**config.mk**
```make
export PLATFORM = sky130hd
export DESIGN_NAME = multimode_shift_counter
export DESIGN_NICKNAME = d
export VERILOG_FILES = /design/src/rtl/multimode_shift_pkg.sv /design/src/rtl/tick_prescaler.sv /design/src/rtl/multimode_shift_counter.sv
export SDC_FILE = /design/constraint.sdc
export NUM_CORES = 1
export LEC_CHECK = 0
export CELL_PAD_IN_SITES_DETAIL_PLACEMENT = 1
export CELL_PAD_IN_SITES_GLOBAL_PLACEMENT = 1
export CORE_AREA = 2 2 59 61
export DETAILED_ROUTE_END_ITERATION = 8
export DIE_AREA = 0 0 61 63
export GPL_TIMING_DRIVEN = 0
export PLACE_DENSITY_LB_ADDON = 0.1
export SYNTH_ARGS = -nofsm -noshare
export SYNTH_HDL_FRONTEND = slang
export SYNTH_SLANG_ARGS = --single-unit
```
**constraint.sdc**
```tcl
create_clock -name clk -period 3 [get_ports clk]
set_input_delay 0.3 -clock clk [delete_from_list [all_inputs] [get_ports clk]]
set_output_delay 0.3 -clock clk [all_outputs]
set_load 0.05 [all_outputs]
```
**src/rtl/multimode_shift_pkg.sv**
```systemverilog
// Shared types for the multimode shift/count register: step-mode encoding
// and a helper that classifies modes whose wrap strobe compares against INIT.
package multimode_shift_pkg;

  localparam int MODE_W = 3;

  typedef enum logic [MODE_W-1:0] {
    HOLD = 3'd0,
    SHL  = 3'd1,
    SHR  = 3'd2,
    ROTL = 3'd3,
    ROTR = 3'd4,
    JOHN = 3'd5,
    UP   = 3'd6,
    DOWN = 3'd7
  } mode_e;

  // Cyclic modes report a wrap when the register returns to its reset pattern.
  function automatic logic wraps_on_init(input mode_e m);
    return (m == ROTL) || (m == ROTR) || (m == JOHN);
  endfunction

endpackage

```
**src/rtl/tick_prescaler.sv**
```systemverilog
// Divides enabled clock cycles by DIV; step is high on the enabled cycle
// that completes a prescale period. clr restarts the period.
module tick_prescaler #(
  parameter int DIV = 1
) (
  input  logic clk,
  input  logic rst,
  input  logic en,
  input  logic clr,
  output logic step
);

  localparam int CNT_W = (DIV > 1) ? $clog2(DIV) : 1;
  localparam logic [CNT_W-1:0] LAST = CNT_W'(DIV - 1);

  logic [CNT_W-1:0] cnt;

  // With DIV=1 LAST is zero, so cnt never leaves 0 and step simply follows en.
  assign step = en && (cnt == LAST);

  // NOTE: sequential state uses non-blocking assignments so every register
  // samples pre-edge values regardless of process evaluation order.
  always_ff @(posedge clk or posedge rst) begin
    if (rst) begin
      cnt <= '0;
    end else if (clr) begin
      cnt <= '0;
    end else if (en) begin
      if (cnt == LAST) cnt <= '0;
      else             cnt <= cnt + CNT_W'(1);
    end
  end

endmodule

```
**src/rtl/multimode_shift_counter.sv**
```systemverilog
// WIDTH-bit register that shifts, rotates, Johnson-counts or up/down counts
// once per prescaled tick, with parallel load and tick/wrap strobes for cascading.
module multimode_shift_counter
  import multimode_shift_pkg::*;
#(
  parameter int               WIDTH = 8,
  parameter int               DIV   = 1,
  parameter logic [WIDTH-1:0] INIT  = WIDTH'(1)
) (
  input  logic              clk,
  input  logic              rst,
  input  logic              en,
  input  logic [MODE_W-1:0] mode,
  input  logic              load,
  input  logic [WIDTH-1:0]  d,
  input  logic              sin,
  output logic [WIDTH-1:0]  q,
  output logic              tick,
  output logic              wrap
);

  mode_e            step_mode;
  logic             step;
  logic [WIDTH-1:0] q_next;
  logic             wrap_next;

  assign step_mode = mode_e'(mode);

  // load doubles as the prescaler clear so a step is due DIV cycles after it.
  tick_prescaler #(
    .DIV (DIV)
  ) u_prescaler (
    .clk  (clk),
    .rst  (rst),
    .en   (en),
    .clr  (load),
    .step (step)
  );

  // NOTE: every output of this block gets a default first, so no path can
  // leave a value unassigned and infer a latch.
  always_comb begin
    q_next    = q;
    wrap_next = 1'b0;
    case (step_mode)
      HOLD: q_next = q;
      SHL:  q_next = {q[WIDTH-2:0], sin};
      SHR:  q_next = {sin, q[WIDTH-1:1]};
      ROTL: q_next = {q[WIDTH-2:0], q[WIDTH-1]};
      ROTR: q_next = {q[0], q[WIDTH-1:1]};
      JOHN: q_next = {q[WIDTH-2:0], ~q[WIDTH-1]};
      UP: begin
        q_next    = q + WIDTH'(1);
        wrap_next = &q;
      end
      DOWN: begin
        q_next    = q - WIDTH'(1);
        wrap_next = ~|q;
      end
      default: q_next = q;
    endcase
    if (wraps_on_init(step_mode)) wrap_next = (q_next == INIT);
  end

  always_ff @(posedge clk or posedge rst) begin
    if (rst) begin
      q    <= INIT;
      tick <= 1'b0;
      wrap <= 1'b0;
    end else if (load) begin
      q    <= d;
      tick <= 1'b0;
      wrap <= 1'b0;
    end else if (step) begin
      q    <= q_next;
      tick <= 1'b1;
      wrap <= wrap_next;
    end else begin
      tick <= 1'b0;
      wrap <= 1'b0;
    end
  end

endmodule

```
==> qor_table.md, run 1 <==
| Step | Parameter | Reported |
| --- | --- | --- |
| routing | Via-per-instance ratio | 5.66 |
| pwr | Power density over the cells | 410 nW/um^2 |
| layout | Fraction of layout cells with a size suffix above 1 | 11.2% |
| cts | Worst-skew pair later-pin latency | 270 ps |
| pwr | Leakage | 0.592 nW |
| layout | Number of nets at the end of the flow | 196 |
| critical path | Kind of critical path | input port to flip-flop |
| layout | Combined flip-flop and latch cell area | 251 um^2 |
| pwr | Internal power | 0.351 mW |
| synth | Count of flip-flops with a built-in enable after synthesis | 0 |
| outcome | Result of the run | finished, final reports clean |
| synth | Number of distinct library cells after synthesis | 49 |
| place | Routability Congestion | 0.844 |
| run | Max-cap viol count | 0 |
| sta | Number of setup violations in the final report | 0 |
| layout | Antenna diode count | 0 |
| worst hold path | Worst hold path class | input port to async pin |
| synth | Top cells by area in the synthesized netlist | sky130_fd_sc_hd__dfrtp_1 20%, sky130_fd_sc_hd__mux2_2 6.0%, sky130_fd_sc_hd__mux2i_1 5.3% |
| synth | Async set or reset register ratio after synthesis | 100% |
| critical path | Critical-path maximum fanout | 10 |
| synth | Synthesized Nets | 166 |
| cts | Clock Sinks | 10 |
| global routing | Total gr overflow | 0 |
| cts | TritonCTS clock tree | done |
| global routing | Pin count of the biggest net entering global routing | 12 |
| die | Initial cell density of the core | 34.8% |
| sta | Max-slew headroom at the worst pin | 62.1% |
| routing | Post-route antenna net violation count | 0 |
| layout | Filler Cells Inserted | 430 |
| synth | Synth Area in Adders | 1.11% |
| synth | FF+latch count, synth | 10 |
| routing | Residual DRC count | 0 |
| place | Quantity of I/O buffers inserted on ports | 25 |
| synth | XOR/XNOR share of the synthesized area | 2.33% |
| cts | CTS buffer count | 3 |
| layout | Synthesis-to-finish area growth | 31.4% |
| synth | Largest family of logic cells by synthesized area | compound AO/OA/AOI/OAI gates |
| sta | Unrepaired setup endpoints after global routing | false |
| routing | Number of DRC violations after detailed-routing iteration 0 | 75 |
| pwr | Total net switching power | 0.256 mW |
| sta | Count of final max-slew check failures | 0 |
| synth | Fraction of synthesized area in multiplexers | 11.3% |
| layout | Area used by multi-input combinational logic | 793 um^2 |
| sta | Number of hold-slack violations in the final timing report | 0 |
| synth | Area share of the largest cell type after synthesis | 20.0% |
| sta | Period utilization | 94.2% |
| routing | Number of iterations in the first detailed-routing pass | 4 |
| synth | Main flop type after synthesis | sky130_fd_sc_hd__dfrtp_1 |
| place | HPWL after DPL | 2910 um |
| pwr | Worst voltage drop across the vdd grid | 0.000214 V |
| pwr | Sequential Power Share | 27.5% |
| critical path | Required time of the worst setup path | 3160 ps |
| sta | Slew @ Worst Pin | 569 ps |
| cts | Clock slew at the register clock pins of the worst setup and hold paths | 70 ps |
| layout | Most common cell after layout, fill and taps aside | sky130_fd_sc_hd__clkdlybuf4s50_1 |
| global routing | Vias in the first global route | 1292 |
| cts | CTS Root Buffer Type | sky130_fd_sc_hd__clkbuf_4 |
| critical path | CP Launch Type | input port |
| synth | Proportion of synthesized chip area in sequential cells | 22.3% |
| die | Chip Width | 61 um |
| synth | Mapped Avg Cell Area | 7.56 um^2 |
| critical path | Data arrival time of the critical path | 2980 ps |
| critical path | Critical Path Sink Type | flip-flop |
| sta | Final clock skew | 3.56 ps |
| sta | Maximum clock frequency | 354 MHz |
| routing | Vias after detailed routing | 1267 |
| synth | Simple-Gate Fraction of Synth Area | 26.3% |
| synth | Yosys synthesis warning count | 0 |
| layout | Layout Cell Area excl Fill | 1480 um^2 |
| die | Die footprint | 3840 um^2 |
| global routing | Wire length of the first global-routing pass | 6280 um |
| synth | Summed instance area of the synthesized netlist | 1130 um^2 |
| layout | Leading cell types in the layout, fill and taps excluded | 25 x sky130_fd_sc_hd__clkdlybuf4s50_1, 13 x sky130_fd_sc_hd__nand2_1, 12 x sky130_fd_sc_hd__nor2_1, 12 x sky130_fd_sc_hd__o21ai_0, 10 x sky130_fd_sc_hd__clkbuf_1 |
| pwr | Pwr Total | 0.606 mW |
| routing | Routed wire length | 3740 um |
| synth | Cell count after synthesis | 149 |
| layout | Utilization after layout | 45.8% |
| synth | Post-synthesis cell type with the largest combined area | sky130_fd_sc_hd__dfrtp_1 |
| sta | Final worst path period need | 2830 ps |
| pwr | Gate power share | 52.0% |
| die | Die Span Y | 63 um |
| synth | Post-synthesis compound-gate area fraction | 28.7% |
| cts | H-tree Lvls | 1 |
| global routing | Number of antenna violations at the first check in global routing | 0 |
| cts | Clk buf depth | 2 |
| routing | Per-cell routed wire length | 16.7 um |
| pwr | Switching power share of the total | 42.2% |
| die | Placeable Area | 3230 um^2 |
| global routing | Total track usage | 21.7% |
| pwr | Clock power share | 20.6% |
| die | Ports | 26 |
| place | Placed Instance Area | 1430 um^2 |
| die | Number of placement rows | 21 |
[logic make-up after synthesis]
kind of cell    after synthesis
xor+xnor                      3
buf+inv                      21
flops                        10
simple gates                 55
mux                          12
fa+ha+maj                     1
compound gates               47
[sequential cells by signal, indices dropped and copies added (netlist names)]
| name | cells |
|---|---|
| wrap | 1 |
| tick | 1 |
| q | 8 |
[worst max-delay path: stages]
cell and delay [ps]:
sky130_fd_sc_hd__clkdlybuf4s50_1 530, sky130_fd_sc_hd__clkbuf_2 240, sky130_fd_sc_hd__nand3_1 180, sky130_fd_sc_hd__xnor2_1 160, sky130_fd_sc_hd__ha_1 220, sky130_fd_sc_hd__or4_1 450, sky130_fd_sc_hd__mux2i_1 190, sky130_fd_sc_hd__xnor2_1 160
sky130_fd_sc_hd__a22o_1 200, sky130_fd_sc_hd__mux2i_1 80, sky130_fd_sc_hd__mux2_2 280
[path summary, 6_finish.rpt]
path | start | slack [ps] | cells after the start | endpoint
setup / recovery | mode[0] | 170 | 11 | q[4]
hold / removal | rst | 310 | 2 | q[6]
setup reg to reg | q[2] | 570 | 7 | q[7]
hold reg to reg | q[0] | 690 | 2 | q[0]
max in group asynchronous | rst | 2360 | 2 | q[0]
min in group clk | d[0] | 570 | 3 | q[0]
[what timing repair did]
item,CTS,global route
setup endpoints to repair,0,3
resized for setup,0,5
buffers inserted,0,0
hold buffers,0,0
[cell usage after synthesis, drive strengths merged, types with 2 or more instances]
cell,count
a211oi,2
a21oi,8
clkbuf,14
dfrtp,9
inv,6
mux2,6
mux2i,6
nand2,13
nand2b,7
nand3,6
nor2,12
nor2b,2
nor3,4
o211a,2
o21a,2
o21ai,13
o221ai,2
o311ai,2
o31ai,2
o32ai,2
or3,3
or4,2
xnor2,2
[power by group through the flow]
stage / clock (mW) / combinational [mW] / sequential, mW
after floorplan: 0 / 0.163 / 0.217
after global placement: 0 / 0.308 / 0.167
after detailed placement: 0 / 0.314 / 0.169
after CTS: 0.130 / 0.315 / 0.167
after global routing: 0.137 / 0.343 / 0.169
final: 0.125 / 0.315 / 0.167
[layout make-up]
type,count,area share [%]
multi-input cells,118,53.6
flip-flops and latches,10,17.0
clock buffers,4,2.45
inverters,6,1.52
repair buffers,25,16.9
well taps,46,3.89
plain buffers,15,4.65
[layer usage]
metal	vias to the layer above	track usage, %	share of wire [%]
li1	608	-	-
met1	628	29.3	44
met2	29	36.4	52
met3	2	3.73	3.6
met4	0	3.26	0.46
met5	-	0	0
[through the flow]
step	setup slack, ps	hold WS [ps]	TNS, ps	std cells
6_report	174	313	0	224
3_5_place_dp	-268	621	-745	220
5_1_grt	19.0	353	0	224
4_1_cts	10.6	321	0	224
2_1_floorplan	550	139	0	149
3_3_place_gp	-237	595	-615	220
Note: power is estimated with default switching activity, not from simulation.
==> run 2: changes to the inputs <==
CTS_BUF_LIST = sky130_fd_sc_hd__clkbuf_4 sky130_fd_sc_hd__clkbuf_8   (was unset)
RECOVER_POWER = 100   (was unset)
==> qor_table.md, run 2 (synthesis gave the netlist of run 1 again) <==
| Step | Parameter | Reported |
| --- | --- | --- |
| global routing | Total track usage | 21.7% |
| critical path | Register-to-register setup slack | 560 ps |
| sta | Max-slew headroom at the worst pin | 62.0% |
| die | Number of placement rows | 21 |
| routing | Residual DRC count | 0 |
| place | Quantity of I/O buffers inserted on ports | 25 |
| cts | Worst-skew pair later-pin latency | 270 ps |
| layout | Largest Register | q |
| cts | TritonCTS clock tree | done |
| place | Routability Congestion | 0.844 |
| critical path | Data arrival time of the critical path | 2970 ps |
| critical path | Kind of critical path | input port to flip-flop |
| layout | Leading cell types in the layout, fill and taps excluded | 13 x sky130_fd_sc_hd__nand2_1, 13 x sky130_fd_sc_hd__o21ai_0, 13 x sky130_fd_sc_hd__clkdlybuf4s50_1 |
| global routing | Number of antenna violations at the first check in global routing | 0 |
| die | Ports | 26 |
| sta | Slew @ Worst Pin | 569 ps |
| critical path | CP Launch Type | input port |
| cts | Buffers inserted during post-CTS setup optimization | 0 |
| die | Chip Width | 61 um |
| critical path | Peak per-stage delay on the critical path | 530 ps |
| pwr | Worst voltage drop across the vdd grid | 0.000213 V |
| global routing | Wire length of the first global-routing pass | 6280 um |
| layout | Synthesis-to-finish area growth | 31.4% |
| critical path | Critical-path maximum fanout | 10 |
| sta | Period utilization | 93.8% |
| routing | Per-cell routed wire length | 16.7 um |
| layout | Layout Cell Area excl Fill | 1480 um^2 |
| pwr | Internal power | 0.345 mW |
| critical path | Cell-by-cell trace of the critical path | clkdlybuf4s50_1, clkbuf_2, nand3_1, xnor2_1, ha_1, or4_1, mux2i_1, xnor2_1, a22o_1, mux2i_1, mux2_2 |
| pwr | Power density over the cells | 405 nW/um^2 |
| pwr | Switching power share of the total | 42.5% |
| die | Die footprint | 3840 um^2 |
| global routing | Vias in the first global route | 1292 |
| cts | Clock Sinks | 10 |
| sta | Number of setup violations in the final report | 0 |
| die | Die Span Y | 63 um |
| layout | Number of nets at the end of the flow | 196 |
| layout | Antenna diode count | 0 |
| routing | Routed wire length | 3730 um |
| global routing | Pin count of the biggest net entering global routing | 12 |
| global routing | Total gr overflow | 0 |
| die | Placeable Area | 3230 um^2 |
| cts | Clk buf depth | 2 |
| layout | Count of non-filler cells in the finished layout | 224 |
| pwr | Leakage | 0.601 nW |
| die | Initial cell density of the core | 34.8% |
| critical path | Cell with the biggest individual delay on the critical path | sky130_fd_sc_hd__clkdlybuf4s50_1 |
| sta | Final worst path period need | 2810 ps |
| place | HPWL after DPL | 2910 um |
| place | Cell Count Post-Placement | 220 |
| cts | Clock slew at the register clock pins of the worst setup and hold paths | 70 ps |
| sta | Maximum clock frequency | 355 MHz |
| place | Placed Instance Area | 1430 um^2 |
| pwr | Sequential Power Share | 27.7% |
| sta | Unrepaired setup endpoints after global routing | false |
| layout | Fraction of layout cells with a size suffix above 1 | 11.2% |
| routing | Via-per-instance ratio | 5.68 |
| layout | Regs by FF count | q: 8 flops, tick: 1 flops, wrap: 1 flops |
| sta | Final clock skew | 3.47 ps |
| routing | Post-route antenna net violation count | 0 |
| routing | Vias after detailed routing | 1272 |
| layout | Filler Cells Inserted | 430 |
| critical path | Required time of the worst setup path | 3160 ps |
| cts | H-tree Lvls | 1 |
| pwr | Clock power share | 20.8% |
| routing | Number of iterations in the first detailed-routing pass | 4 |
| pwr | Total net switching power | 0.255 mW |
| pwr | Gate power share | 51.6% |
| cts | CTS Root Buffer Type | sky130_fd_sc_hd__clkbuf_4 |
| outcome | Result of the run | finished, final reports clean |
| run | Max-cap viol count | 0 |
| pwr | Pwr Total | 0.600 mW |
| layout | Flip-flop count of the largest register after layout | 8 |
| sta | Number of hold-slack violations in the final timing report | 0 |
| worst hold path | Worst hold path class | input port to async pin |
| sta | Count of final max-slew check failures | 0 |
| cts | CTS buffer count | 3 |
| routing | Number of DRC violations after detailed-routing iteration 0 | 72 |
| critical path | Critical Path Sink Type | flip-flop |
## run 2: final timing paths
kind	from	to	cells after the start
max in group asynchronous	rst	q[0]	2
min	rst	q[6]	2
min reg2reg	q[0]	q[0]	2
max	mode[0]	q[4]	11
min in group clk	d[0]	q[0]	3
max reg2reg	q[2]	q[7]	7
## run 2: repair_timing
action / in CTS / in global routing
resized for setup: 0 / 5
hold endpoints to repair: 0 / 0
endpoints found under the setup margin: 0 / 3
hold buffers: 0 / 0
## run 2: final cells by class
type                    instances  area (um^2)  share of cell area, %
flip-flops and latches         10          251                   17.0
multi-input cells             118          793                   53.6
inverters                       6         22.5                   1.52
plain buffers                  15         68.8                   4.65
repair buffers                 25          250                   16.9
well taps                      46         57.6                   3.89
clock buffers                   4         36.3                   2.45
## run 2: stage by stage
step	setup WS, ps	util [%]	TNS (ps)	hold WS [ps]
after floorplan	550	-	0	139
after global placement	-237	44.4	-615	595
after detailed placement	-268	44.4	-745	621
after CTS	10.6	45.5	0	321
after global routing	19.0	45.8	0	488
final	186	45.8	0	452
## run 2: critical path: cells and delay by family
family | cells | cell delay [ps]
fa+ha+maj | 1 | 220
compound gates | 1 | 200
xor+xnor | 2 | 310
buf+inv | 2 | 770
simple gates | 2 | 630
mux | 3 | 550
## run 2: routing by layer
layer,routed length (um),GRT usage [%]
met3,126,3.73
met5,0,0
met1,1670,29.3
met4,17,3.26
met2,1920,36.4
## run 2: power groups by stage
stage                     combinational, mW  clock [mW]  sequential (mW)
after floorplan                       0.163           0            0.217
after global placement                0.308           0            0.167
after detailed placement              0.314           0            0.169
after CTS                             0.315       0.130            0.167
after global routing                  0.337       0.137            0.168
final                                 0.309       0.125            0.166
